**src/rtl/hazard_sequencer_pkg.sv**
```systemverilog
// Shared pipeline package for the hazard sequencer.
// Holds register-field and counter widths, the FSM state encodings and the
// operand-forwarding source codes. It has no ports.
package hazard_sequencer_pkg;

    localparam int REG_W = 4;
    localparam int CNT_W = 16;

    // FSM state encodings, as driven on state_o
    localparam logic [1:0] ST_RUN    = 2'b00;
    localparam logic [1:0] ST_LSTALL = 2'b01;
    localparam logic [1:0] ST_FLUSH  = 2'b10;
    localparam logic [1:0] ST_MWAIT  = 2'b11;

    // Operand source codes, as driven on fwd_a/fwd_b/fwd_c
    localparam logic [1:0] FWD_RF  = 2'b00;
    localparam logic [1:0] FWD_EX  = 2'b01;
    localparam logic [1:0] FWD_MEM = 2'b10;
    localparam logic [1:0] FWD_WB  = 2'b11;

    typedef enum logic [1:0] {
        RUN    = ST_RUN,
        LSTALL = ST_LSTALL,
        FLUSH  = ST_FLUSH,
        MWAIT  = ST_MWAIT
    } state_e;

endpackage

```
**src/rtl/hazard_sequencer_if.sv**
```systemverilog
// Pipeline-to-sequencer bundle.
// slave : the hazard sequencer. It takes the ID/EX/MEM/WB register fields,
//         br_taken and the memory handshake. It drives the forwarding
//         selects, the stage enables and clears, state_o and stall_cnt.
// master: the pipeline side, with the opposite directions.
interface hazard_sequencer_if;
    import hazard_sequencer_pkg::*;

    logic [REG_W-1:0] id_rn, id_rm, id_rd;
    logic             id_use_rn, id_use_rm, id_use_rd;
    logic [REG_W-1:0] ex_rd;
    logic             ex_rf, ex_load;
    logic [REG_W-1:0] mem_rd, wb_rd;
    logic             mem_rf, wb_rf;
    logic             br_taken;
    logic             mem_req, mem_ready;
    logic [1:0]       fwd_a, fwd_b, fwd_c;
    logic             pc_le, ifid_le, idex_le, exmem_le;
    logic             ifid_clr, idex_clr;
    logic [1:0]       state_o;
    logic [CNT_W-1:0] stall_cnt;

    modport slave (
        input  id_rn, id_rm, id_rd, id_use_rn, id_use_rm, id_use_rd,
               ex_rd, ex_rf, ex_load, mem_rd, wb_rd, mem_rf, wb_rf,
               br_taken, mem_req, mem_ready,
        output fwd_a, fwd_b, fwd_c, pc_le, ifid_le, idex_le, exmem_le,
               ifid_clr, idex_clr, state_o, stall_cnt
    );

    modport master (
        output id_rn, id_rm, id_rd, id_use_rn, id_use_rm, id_use_rd,
               ex_rd, ex_rf, ex_load, mem_rd, wb_rd, mem_rf, wb_rf,
               br_taken, mem_req, mem_ready,
        input  fwd_a, fwd_b, fwd_c, pc_le, ifid_le, idex_le, exmem_le,
               ifid_clr, idex_clr, state_o, stall_cnt
    );

endinterface

```
**src/rtl/hazard_sequencer_fwd_mux_sel.sv**
```systemverilog
// Forwarding source select for one ID operand. The logic is combinational.
// Ports:
//   src_i              register field of the operand in ID
//   ex_rd_i/ex_rf_i/ex_load_i, mem_rd_i/mem_rf_i, wb_rd_i/wb_rf_i
//                      destination register and write flags of the later stages
//   sel_o              FWD_RF/FWD_EX/FWD_MEM/FWD_WB
// The youngest matching stage wins. A load in EX has no data yet, so it is
// skipped, and an older stage may supply the value instead.
module fwd_mux_sel
    import hazard_sequencer_pkg::*;
(
    input  logic [REG_W-1:0] src_i,
    input  logic [REG_W-1:0] ex_rd_i,
    input  logic             ex_rf_i,
    input  logic             ex_load_i,
    input  logic [REG_W-1:0] mem_rd_i,
    input  logic             mem_rf_i,
    input  logic [REG_W-1:0] wb_rd_i,
    input  logic             wb_rf_i,
    output logic [1:0]       sel_o
);

    always_comb begin
        sel_o = FWD_RF;
        if (ex_rf_i && ex_rd_i == src_i && !ex_load_i) sel_o = FWD_EX;
        else if (mem_rf_i && mem_rd_i == src_i)        sel_o = FWD_MEM;
        else if (wb_rf_i && wb_rd_i == src_i)          sel_o = FWD_WB;
    end

endmodule

```
**src/rtl/hazard_sequencer.sv**
```systemverilog
// Pipeline hazard sequencer.
// Ports:
//   CLK  pipeline clock (rising edge)
//   CLR  asynchronous active-low reset
//   bus  hazard_sequencer_if.slave, which carries the pipeline fields in and
//        the forwarding selects, enables, clears, state_o and stall_cnt out
// The block computes per-operand forwarding selects. A four-state FSM
// arbitrates memory wait, load-use stall and branch flush. A saturating
// counter counts the cycles in which the PC is held.
module hazard_sequencer
    import hazard_sequencer_pkg::*;
(
    input  logic                CLK,
    input  logic                CLR,
    hazard_sequencer_if.slave   bus
);

    localparam int NUM_OPS = 3;

    // Operand forwarding, one selector per ID source field (Rn, Rm, Rd)
    logic [NUM_OPS-1:0][REG_W-1:0] src;
    logic [NUM_OPS-1:0][1:0]       fwd_sel;

    assign src = {bus.id_rd, bus.id_rm, bus.id_rn};

    for (genvar g = 0; g < NUM_OPS; g++) begin : g_fwd
        fwd_mux_sel u_sel (
            .src_i     (src[g]),
            .ex_rd_i   (bus.ex_rd),
            .ex_rf_i   (bus.ex_rf),
            .ex_load_i (bus.ex_load),
            .mem_rd_i  (bus.mem_rd),
            .mem_rf_i  (bus.mem_rf),
            .wb_rd_i   (bus.wb_rd),
            .wb_rf_i   (bus.wb_rf),
            .sel_o     (fwd_sel[g])
        );
    end

    assign bus.fwd_a = fwd_sel[0];
    assign bus.fwd_b = fwd_sel[1];
    assign bus.fwd_c = fwd_sel[2];

    // A hazard is raised only by source fields the ID instruction actually reads
    logic lu, mem_wait;

    assign lu = bus.ex_load && bus.ex_rf &&
                ((bus.id_use_rn && bus.id_rn == bus.ex_rd) ||
                 (bus.id_use_rm && bus.id_rm == bus.ex_rd) ||
                 (bus.id_use_rd && bus.id_rd == bus.ex_rd));
    assign mem_wait = bus.mem_req && !bus.mem_ready;

    state_e           state_q, state_d;
    logic [CNT_W-1:0] cnt_q, cnt_d;
    logic             pc_le, ifid_le, idex_le, exmem_le, ifid_clr, idex_clr;

    always_ff @(posedge CLK or negedge CLR) begin
        if (!CLR) begin
            state_q <= RUN;
            cnt_q   <= '0;
        end else begin
            state_q <= state_d;
            cnt_q   <= cnt_d;
        end
    end

    // LSTALL and FLUSH only record the previous action. They use the same
    // arbitration as RUN. MWAIT holds everything until memory completes and
    // ignores LU and branches meanwhile.
    always_comb begin
        state_d  = RUN;
        pc_le    = 1'b1;
        ifid_le  = 1'b1;
        idex_le  = 1'b1;
        exmem_le = 1'b1;
        ifid_clr = 1'b0;
        idex_clr = 1'b0;
        if (state_q == MWAIT) begin
            if (!bus.mem_ready) begin
                {pc_le, ifid_le, idex_le, exmem_le} = 4'b0000;
                state_d = MWAIT;
            end
        end else if (mem_wait) begin
            {pc_le, ifid_le, idex_le, exmem_le} = 4'b0000;
            state_d = MWAIT;
        end else if (lu) begin
            // Hold IF/ID and PC. Put a bubble into ID/EX while the load moves on.
            pc_le    = 1'b0;
            ifid_le  = 1'b0;
            idex_clr = 1'b1;
            state_d  = LSTALL;
        end else if (bus.br_taken) begin
            ifid_clr = 1'b1;
            state_d  = FLUSH;
        end
    end

    assign cnt_d = (!pc_le && cnt_q != '1) ? cnt_q + 1'b1 : cnt_q;

    assign bus.pc_le     = pc_le;
    assign bus.ifid_le   = ifid_le;
    assign bus.idex_le   = idex_le;
    assign bus.exmem_le  = exmem_le;
    assign bus.ifid_clr  = ifid_clr;
    assign bus.idex_clr  = idex_clr;
    assign bus.state_o   = state_q;
    assign bus.stall_cnt = cnt_q;

endmodule

```
**src/flat_wrapper.sv**
```systemverilog
// flat-port wrapper written by rule: the top's interface ports become plain ports
module hazard_sequencer_flat import hazard_sequencer_pkg::*;
  (CLK, CLR, bus_id_rn, bus_id_rm, bus_id_rd, bus_id_use_rn, bus_id_use_rm, bus_id_use_rd, bus_ex_rd, bus_ex_rf, bus_ex_load, bus_mem_rd, bus_wb_rd, bus_mem_rf, bus_wb_rf, bus_br_taken, bus_mem_req, bus_mem_ready, bus_fwd_a, bus_fwd_b, bus_fwd_c, bus_pc_le, bus_ifid_le, bus_idex_le, bus_exmem_le, bus_ifid_clr, bus_idex_clr, bus_state_o, bus_stall_cnt);
  hazard_sequencer_if bus_i ();
  input  logic CLK;
  input  logic CLR;
  input wire logic [$bits(bus_i.id_rn)-1:0] bus_id_rn;
  input wire logic [$bits(bus_i.id_rm)-1:0] bus_id_rm;
  input wire logic [$bits(bus_i.id_rd)-1:0] bus_id_rd;
  input wire logic [$bits(bus_i.id_use_rn)-1:0] bus_id_use_rn;
  input wire logic [$bits(bus_i.id_use_rm)-1:0] bus_id_use_rm;
  input wire logic [$bits(bus_i.id_use_rd)-1:0] bus_id_use_rd;
  input wire logic [$bits(bus_i.ex_rd)-1:0] bus_ex_rd;
  input wire logic [$bits(bus_i.ex_rf)-1:0] bus_ex_rf;
  input wire logic [$bits(bus_i.ex_load)-1:0] bus_ex_load;
  input wire logic [$bits(bus_i.mem_rd)-1:0] bus_mem_rd;
  input wire logic [$bits(bus_i.wb_rd)-1:0] bus_wb_rd;
  input wire logic [$bits(bus_i.mem_rf)-1:0] bus_mem_rf;
  input wire logic [$bits(bus_i.wb_rf)-1:0] bus_wb_rf;
  input wire logic [$bits(bus_i.br_taken)-1:0] bus_br_taken;
  input wire logic [$bits(bus_i.mem_req)-1:0] bus_mem_req;
  input wire logic [$bits(bus_i.mem_ready)-1:0] bus_mem_ready;
  output wire logic [$bits(bus_i.fwd_a)-1:0] bus_fwd_a;
  output wire logic [$bits(bus_i.fwd_b)-1:0] bus_fwd_b;
  output wire logic [$bits(bus_i.fwd_c)-1:0] bus_fwd_c;
  output wire logic [$bits(bus_i.pc_le)-1:0] bus_pc_le;
  output wire logic [$bits(bus_i.ifid_le)-1:0] bus_ifid_le;
  output wire logic [$bits(bus_i.idex_le)-1:0] bus_idex_le;
  output wire logic [$bits(bus_i.exmem_le)-1:0] bus_exmem_le;
  output wire logic [$bits(bus_i.ifid_clr)-1:0] bus_ifid_clr;
  output wire logic [$bits(bus_i.idex_clr)-1:0] bus_idex_clr;
  output wire logic [$bits(bus_i.state_o)-1:0] bus_state_o;
  output wire logic [$bits(bus_i.stall_cnt)-1:0] bus_stall_cnt;
  assign bus_i.id_rn = bus_id_rn;
  assign bus_i.id_rm = bus_id_rm;
  assign bus_i.id_rd = bus_id_rd;
  assign bus_i.id_use_rn = bus_id_use_rn;
  assign bus_i.id_use_rm = bus_id_use_rm;
  assign bus_i.id_use_rd = bus_id_use_rd;
  assign bus_i.ex_rd = bus_ex_rd;
  assign bus_i.ex_rf = bus_ex_rf;
  assign bus_i.ex_load = bus_ex_load;
  assign bus_i.mem_rd = bus_mem_rd;
  assign bus_i.wb_rd = bus_wb_rd;
  assign bus_i.mem_rf = bus_mem_rf;
  assign bus_i.wb_rf = bus_wb_rf;
  assign bus_i.br_taken = bus_br_taken;
  assign bus_i.mem_req = bus_mem_req;
  assign bus_i.mem_ready = bus_mem_ready;
  assign bus_fwd_a = bus_i.fwd_a;
  assign bus_fwd_b = bus_i.fwd_b;
  assign bus_fwd_c = bus_i.fwd_c;
  assign bus_pc_le = bus_i.pc_le;
  assign bus_ifid_le = bus_i.ifid_le;
  assign bus_idex_le = bus_i.idex_le;
  assign bus_exmem_le = bus_i.exmem_le;
  assign bus_ifid_clr = bus_i.ifid_clr;
  assign bus_idex_clr = bus_i.idex_clr;
  assign bus_state_o = bus_i.state_o;
  assign bus_stall_cnt = bus_i.stall_cnt;
  hazard_sequencer u_core (.CLK(CLK), .CLR(CLR), .bus(bus_i));
endmodule
```
**config.mk**
```make
export PLATFORM = sky130hd
export DESIGN_NAME = hazard_sequencer_flat
export DESIGN_NICKNAME = d
export VERILOG_FILES = /design/src/rtl/hazard_sequencer_pkg.sv /design/src/rtl/hazard_sequencer_if.sv /design/src/rtl/hazard_sequencer_fwd_mux_sel.sv /design/src/rtl/hazard_sequencer.sv /design/src/flat_wrapper.sv
export SDC_FILE = /design/constraint.sdc
export NUM_CORES = 1
export LEC_CHECK = 0
export CORE_ASPECT_RATIO = 1.5
export CORE_MARGIN = 3
export CORE_UTILIZATION = 44
export CTS_CLUSTER_SIZE = 25
export DETAILED_ROUTE_END_ITERATION = 10
export PLACE_DENSITY = 0.95
export SETUP_SLACK_MARGIN = 0.2
export SLEW_MARGIN = 20
export SYNTH_ARGS = -nofsm -noshare
export SYNTH_HDL_FRONTEND = slang
export SYNTH_SLANG_ARGS = --single-unit
```
**constraint.sdc**
```tcl
create_clock -name CLK -period 3.73 [get_ports CLK]
set_clock_uncertainty 0.05 [all_clocks]
set_input_delay 0.5595 -clock CLK [delete_from_list [all_inputs] [get_ports CLK]]
set_output_delay 0.5595 -clock CLK [all_outputs]
set_load 0.02 [all_outputs]
```
== After elaboration in Yosys (flattened, before gate mapping) ==
Index checks and enable logic that the tools add are counted.
Operators by class
  muxes and demuxes: 27
  add/sub/neg operators: 1
  reductions and logical operators: 24
  equal/unequal tests: 14
Operators with widths (number)
  $eq A4 B4 Y1: 12
  $mux W2: 14
  $logic_and A1 B1 Y1: 19
  $add A16 B1 Y16 const B: 1
  $ne A16 B16 Y1 const B: 1
  $mux W1: 13
  $logic_not A1 Y1: 3
  $eq A2 B2 Y1 const B: 1
  $logic_or A1 B1 Y1: 2
Word-level totals
  input port bits: 36
  register bits after elaboration: 18
  logic and storage cells: 68
  output and inout port bits: 30

== Longest topological paths before layout ==
Gate-level depths: netlist (run 1).
  word-level depth: 10
  gate-level depth with buffers: 8
  gate-level depth less buffers: 7

== By module ==
A second synthesis (run 1) with hierarchy kept.
Second synthesis, totals
  cell total of the unflattened synthesis: 190
  area, all modules: 1601.5 µm²
By module, submodules not included
  hazard_sequencer: seq. area each 450.4 µm², times used 1, cells an instance 109, area an instance 1057.3 µm²
  fwd_mux_sel: seq. area each 0.0 µm², times used 3, cells an instance 27, area an instance 181.4 µm²

== Worst setup path after synthesis (run 1) ==
Ideal clock, no wire load.
  path type: input to output
  start point: in bus_id_rn[1]
  end point: out bus_pc_le
  buffers on the path: 1
  required time: 3.120 ns
  data arrival time: 2.061 ns
  path slack: 1.060 ns
  stages on the path: 7
  path through: xor2_1 nor4_2 a22oi_1 a21o_1 and2_0 or2_2 buf_4
On the way
  cells in the longest elaborated chain, start to end: 8
RTL lines
  from (decl): RTL line flat_wrapper.sv:7  | input wire logic [$bits(bus_i.id_rn)-1:0] bus_id_rn;
  $eq A4 B4 Y1: RTL line hazard_sequencer.sv:48  | ((bus.id_use_rn && bus.id_rn == bus.ex_rd) ||
  $logic_and A1 B1 Y1: RTL line hazard_sequencer.sv:48
  $logic_or A1 B1 Y1: RTL line hazard_sequencer.sv:48
  $logic_or A1 B1 Y1: RTL line hazard_sequencer.sv:49  | (bus.id_use_rm && bus.id_rm == bus.ex_rd) ||
  $logic_and A1 B1 Y1: RTL line hazard_sequencer.sv:47  | assign lu = bus.ex_load && bus.ex_rf &&
  $mux W1 (3 in a row)
  to (decl): RTL line flat_wrapper.sv:26  | output wire logic [$bits(bus_i.pc_le)-1:0] bus_pc_le;
No other way between the ends.

== Worst setup path in the final report (run 1) ==
  start point: in bus_ex_rd[1]
  end point: out bus_idex_clr
On the way
  cells in the longest elaborated chain, start to end: 8
  elaborated cells between the ends (all ways): 12
  classes of those cells: eq/ne: 3; mux: 3; reduce/logical: 6
RTL lines
  from (decl): RTL line flat_wrapper.sv:13  | input wire logic [$bits(bus_i.ex_rd)-1:0] bus_ex_rd;
  $eq A4 B4 Y1, on equally long branches: RTL line hazard_sequencer.sv:48, hazard_sequencer.sv:49
  $logic_and A1 B1 Y1, on equally long branches: RTL line hazard_sequencer.sv:48, hazard_sequencer.sv:49
  $logic_or A1 B1 Y1: RTL line hazard_sequencer.sv:48
  $logic_or A1 B1 Y1 (*): RTL line hazard_sequencer.sv:49
  $logic_and A1 B1 Y1 (*): RTL line hazard_sequencer.sv:47
  $mux W1 (*): RTL line hazard_sequencer.sv:86  | end else if (lu) begin
  $mux W1 (*): RTL line hazard_sequencer.sv:83  | end else if (mem_wait) begin
  $mux W1 (*): RTL line hazard_sequencer.sv:78  | if (state_q == MWAIT) begin
  to (decl): RTL line flat_wrapper.sv:31  | output wire logic [$bits(bus_i.idex_clr)-1:0] bus_idex_clr;
Every way passes the cells marked *; elsewhere a longest branch is shown, timed or not.

==> results.md, run 1 <==
* Outcome: finished clean
* Worst Tran Pin Value at 0.7873 ns
* Synth Register Bits at 18
* H-tree depth at 1
* Number of library cell types mapped by synthesis at 28
* Clk root buf: clkbuf_8
* Initial antenna violation count at 0
* Rel. slew slack at 47.35%
* WL per Instance at 14.67 um
* DIE AREA at 3905 um2
* Synthesized area per cell at 8.798 um2
* First-pass GRT wire length at 6465 um
* Core region area at 2973 um2
* Worst-skew pair later-pin latency at 0.26 ns
* Hold Crit Start: u_core.bus.stall_cnt[12]
* Hold Path End: u_core.bus.stall_cnt[12]
* YS warnings at 0
* R2r endpoint: u_core.bus.stall_cnt[9]
* Internal at 0.5390 mW
* Buffers on Ports at 65
* Setup slack, reg-to-reg at 1.37 ns
* Vias per inst at 5.160
* Hold Fails Final Rpt at 0
* Post-synthesis sequential area ratio at 32.20%
* Critical path arrival at 2.80 ns
* Period utilization at 91.50%
* Worst setup EP type: primary output
* Cell Rows at 24
* Die Wd at 52.04 um
* P&R area growth vs syn at 54.29%
* Cells after Synth at 159
* Finish-stage setup viols at 0
* Drt drc at 0
* Syn nets at 196
* DP HPWL at 3092 um
* GRT Resource Usage Total at 21.71%
* R2R Path Start: u_core.bus.stall_cnt[7]
* Clk buf depth at 2
* Via count at 1383
* Hold Path Class: reg2reg
* Final hold slack at 0.4494 ns
* Share of cells above drive strength 1 at 6.987%
* Share of power burned in registers at 33.4%
* Slew Viols, Final at 0
* F_max at 293.0 MHz
* Nets at 267
* Clock power share at 18.6%
* RSZ-0062 raised after global routing: no
* Net Sw Frac at 38.65%
* Sw power at 0.3396 mW
* Drt first pass iters at 4
* Drt total wl at 3931 um
* CP Launch Type: primary input
* Logic gate share of total power at 48.0%
* Largest net degree at the start of global routing at 19
* Cts hold-fix bufs at 0
* Setup TNS at 0 ns
* Initial DRC Count at 37
* P_leak at 0.9304 nW
* Chip Height at 75.06 um
* Initial core utilization at 47.05%
* Crit-path max FO at 4
* Pwr Density at 407.1 nW/um2
* Worst Hold Depth at 1
* R2R depth at 7
* GPL Wtd Cong at 0.8761
* Critical Path RT at 3.12 ns
* Clock Pin Slew Worst Setup and Hold Paths at 0.07 ns
* Inserted Diodes at 0
* Minimum clock period at 3.413 ns
* Max Cap Viol at 0
* Max VDD drop at 0.0004437 V
* TritonCTS Buffers at 3
* CTS sink count at 18
* Setup CP Type: in2out
* I/O pins at 66
* TritonCTS clock tree: built
* Vias in the first global route at 1467
* Mapped Area at 1399 um2
* GR Overflow Total at 0
* Post-detailed-route count of antenna-violating nets at 0
cell usage after synthesis:
master,instances,share of area (%)
nand3_1,12,4.3
nor3_1,7,2.5
a21boi_0,1,0.54
and2_0,1,0.45
and3_1,5,2.2
nor3_2,3,2.1
a21o_1,1,0.54
buf_4,3,1.6
a211oi_2,1,0.89
a31oi_1,2,0.89
dfrtp_1,18,32
and2_1,1,0.45
nand4_1,1,0.45
nor4_1,1,0.45
xor2_1,37,23
a211o_1,1,0.63
and4_1,2,1.3
ha_1,1,0.89
or2_2,2,0.89
nand2_1,15,4.0
nor4_2,2,1.8
a22oi_1,2,1.1
inv_1,6,1.6
xnor2_1,14,8.8
a21oi_1,3,1.1
nor2_1,11,3.0
o21ai_0,5,1.8
nor2b_1,1,0.45
placed cells by master, fill, tap and decap left out, types with 6 or more instances in the layout:
cell,count
inv_1,6
nor3_1,7
nand2_1,15
xnor2_1,14
clkdlybuf4s50_1,63
nand3_1,12
dfrtp_1,18
xor2_1,37
nor2_1,11
timing repair:
| item | in CTS | in global routing |
|---|---|---|
| buffers inserted | 2 | 0 |
| gates resized for setup | 2 | 0 |
| setup endpoints to repair | 2 | 0 |
worst max-delay path: stages:
cell and delay, ns:
clkdlybuf4s50_1 0.48, xor2_1 0.20, nor4_1 0.43, nand2_1 0.11, a21o_1 0.18, buf_4 0.15, nor2_1 0.09, clkdlybuf4s50_1 0.60
sequential cells by signal (all words and copies together) (netlist names):
name / flops
u_core.bus.state_o: 2
u_core.bus.stall_cnt: 16
power groups by stage:
| stage | registers, mW | clock network, mW | logic [mW] |
|---|---|---|---|
| finish | 0.294 | 0.163 | 0.422 |
| global route | 0.301 | 0.171 | 0.458 |
| CTS | 0.294 | 0.162 | 0.424 |
| detailed placement | 0.295 | 0 | 0.425 |
| global placement | 0.295 | 0 | 0.415 |
| floorplan | 0.343 | 0 | 0.175 |
stage by stage:
step           setup slack [ns]  instances  total power [mW]  utilization (%)  area, um2
4_1_cts                  0.3119        268            0.8797            72.60       2158
3_5_place_dp             0.1482        262            0.7206            70.33       2091
5_1_grt                  0.2036        268            0.9297            72.60       2158
6_report                 0.3169        268            0.8786            72.60       2158
3_3_place_gp             0.2178        262            0.7103            70.33       2091
2_1_floorplan             1.060        159            0.5183                -       1399
routing by layer:
layer | GRT usage (%) | up-vias | share of wire, %
li1 | - | 676 | -
met1 | 24.44 | 647 | 40
met4 | 5.831 | 0 | 0.97
met5 | 0 | - | 0
met3 | 3.168 | 5 | 5.7
met2 | 41.54 | 55 | 54
area by class of cell:
class                      instances  area [um2]
multi-input combinational        132       903.4
fill                             216       814.5
timing repair buffer              69       678.2
sequential                        18       450.4
clock buffer                       4       55.05
tap                               39       48.80
inverter                           6       22.52
logic make-up (layout without fill, tap and decap cells):
kind of cell	count (synthesis)	count (layout)	synth area share, %
XOR/XNOR	51	51	31.93
adder cells (fa/ha/maj)	1	1	0.8943
AO/OA/AOI/OAI	16	16	7.423
buffers and inverters	9	79	3.220
AND/OR/NAND/NOR	64	64	24.33
flip-flops	18	18	32.20
worst max path at each step:
stage	startpoint	slack [ns]	depth (start not counted)	to
finish	bus_ex_rd[1]	0.32	8	bus_idex_clr
global route	bus_ex_rd[1]	0.20	8	bus_idex_clr
CTS	bus_id_rn[2]	0.31	8	bus_idex_clr
detailed placement	bus_id_rn[0]	0.15	8	bus_ifid_le
global placement	bus_id_rn[0]	0.22	8	bus_ifid_le
floorplan	bus_id_rn[1]	1.06	7	bus_pc_le
(Power assumes the default switching activity.)
==> run 2: changes to the inputs <==
--- a/config.mk
+++ b/config.mk
@@ -16,3 +16,4 @@
 export SYNTH_ARGS = -nofsm -noshare
 export SYNTH_HDL_FRONTEND = slang
 export SYNTH_SLANG_ARGS = --single-unit
+export TNS_END_PERCENT = 20
==> run 2 against run 1 <==
Critical path depth stayed put. Core utilization is 0.34 points higher. Global-route usage stayed put. Critical endpoint unchanged. Largest power group unchanged.
==> results.md, run 2 (synthesis results as in run 1) <==
* DIE AREA at 3905 um2
* Commonest non-fill, non-tap cell in the layout: clkdlybuf4s50_1
* TritonCTS Buffers at 3
* Chip Height at 75.06 um
* Hold Fails Final Rpt at 0
* Setup TNS at 0 ns
* Worst-skew pair later-pin latency at 0.26 ns
* Die Wd at 52.04 um
* Largest net degree at the start of global routing at 19
* GR Overflow Total at 0
* Via count at 1405
* Crit-path max FO at 4
* P&R area growth vs syn at 55.01%
* Commonest cells after routing, fill and taps aside: clkdlybuf4s50_1, xor2_1, dfrtp_1
* Final design utilization at 72.94%
* Clk root buf: clkbuf_8
* Clock Pin Slew Worst Setup and Hold Paths at 0.07 ns
* Placed insts at 262
* Nets at 267
* H-tree depth at 1
* Outcome: finished clean
* I/O pins at 66
* Fillers at 215
* Slew Viols, Final at 0
* Rel. slew slack at 47.51%
* TritonCTS clock tree: built
* CTS sink count at 18
* Flip-flop count of the largest register after layout at 16
* Critical Path RT at 3.12 ns
* Vias per inst at 5.243
* Buffers on Ports at 65
* DP HPWL at 3092 um
* Initial DRC Count at 48
* GRT Resource Usage Total at 21.71%
* Clk buf depth at 2
* Cell Rows at 24
* Max VDD drop at 0.0004486 V
* F_max at 292.9 MHz
* Drt first pass iters at 4
* Inserted Diodes at 0
* Share of cells above drive strength 1 at 7.424%
* CP Launch Type: primary input
* Setup CP Type: in2out
* Minimum clock period at 3.415 ns
* Drt total wl at 4006 um
* GPL Wtd Cong at 0.8761
* Non-Filler Instances at 268
* Drt drc at 0
* Initial core utilization at 47.05%
* P_leak at 0.9374 nW
* Vias in the first global route at 1467
* Finish-stage setup viols at 0
* Initial antenna violation count at 0
* Final hold slack at 0.4469 ns
* Hold Path Class: reg2reg
* RSZ-0062 raised after global routing: no
* Max Cap Viol at 0
* Cts hold-fix bufs at 0
* Core region area at 2973 um2
* Pwr Density at 407.4 nW/um2
* WL per Instance at 14.95 um
* Post-detailed-route count of antenna-violating nets at 0
* Period utilization at 91.54%
* Worst setup EP type: primary output
* Critical path arrival at 2.81 ns
* Worst Tran Pin Value at 0.7850 ns
* First-pass GRT wire length at 6465 um
run 2: cell count changes in the layout (fill, tap and decap cells not counted):
cell,before,now
dlymetal6s2s_1,0,1
nor4_1,1,0
dlygate4sd2_1,2,1
nor4_2,2,3
run 2: routing by layer:
metal,vias to the layer above,wire (um),GRT usage (%)
li1,677,-,-
met1,660,1538,24.44
met5,-,0,0
met2,61,2164,41.54
met3,7,237,3.168
met4,0,65,5.831
run 2: final timing paths:
check,from,end,slack (ns),cells past startpoint
max,bus_id_rn[2],bus_idex_clr,0.32,8
min,u_core.bus.stall_cnt[12],u_core.bus.stall_cnt[12],0.45,1
max reg2reg,u_core.bus.stall_cnt[7],u_core.bus.stall_cnt[9],1.38,7
min reg2reg,u_core.bus.stall_cnt[12],u_core.bus.stall_cnt[12],0.45,1
max in group asynchronous,CLR,u_core.bus.stall_cnt[0],2.44,1
min in group asynchronous,CLR,u_core.bus.stall_cnt[6],0.70,1
run 2: final cells by class:
cell class | count | area (um2) | area share [%]
multi-input cells | 132 | 909.6 | 41.95
repair buffers | 69 | 681.9 | 31.45
flip-flops and latches | 18 | 450.4 | 20.77
clock buffers | 4 | 55.05 | 2.539
well taps | 39 | 48.80 | 2.250
inverters | 6 | 22.52 | 1.039
run 2: worst max-delay path: stages:
cell             delay (ns)
clkdlybuf4s50_1        0.49
xor2_1                 0.21
nor4_2                 0.35
a22oi_1                0.14
a21o_1                 0.20
buf_4                  0.15
nor2_1                 0.09
clkdlybuf4s50_1        0.61
run 2: timing repair:
item	4_1_cts	5_1_grt
pin swaps	2	0
setup endpoints to repair	2	1
hold endpoints to repair	0	0
gates resized for setup	1	2
cloned	0	0
setup buffers	2	0
run 2: stage by stage:
step / area (um2) / power [mW] / setup WS, ns
after floorplan: 1399 / 0.5183 / 1.060
after global placement: 2091 / 0.7103 / 0.2178
after detailed placement: 2091 / 0.7206 / 0.1482
after CTS: 2160 / 0.8821 / 0.1673
after global routing: 2168 / 0.9348 / 0.2168
final: 2168 / 0.8835 / 0.3154
run 2: where the power goes:
part           leakage, nW  internal [mW]  switching, mW
sequential           0.231          0.241         0.0523
clock               0.0288         0.0941         0.0701
combinational        0.678          0.206          0.220
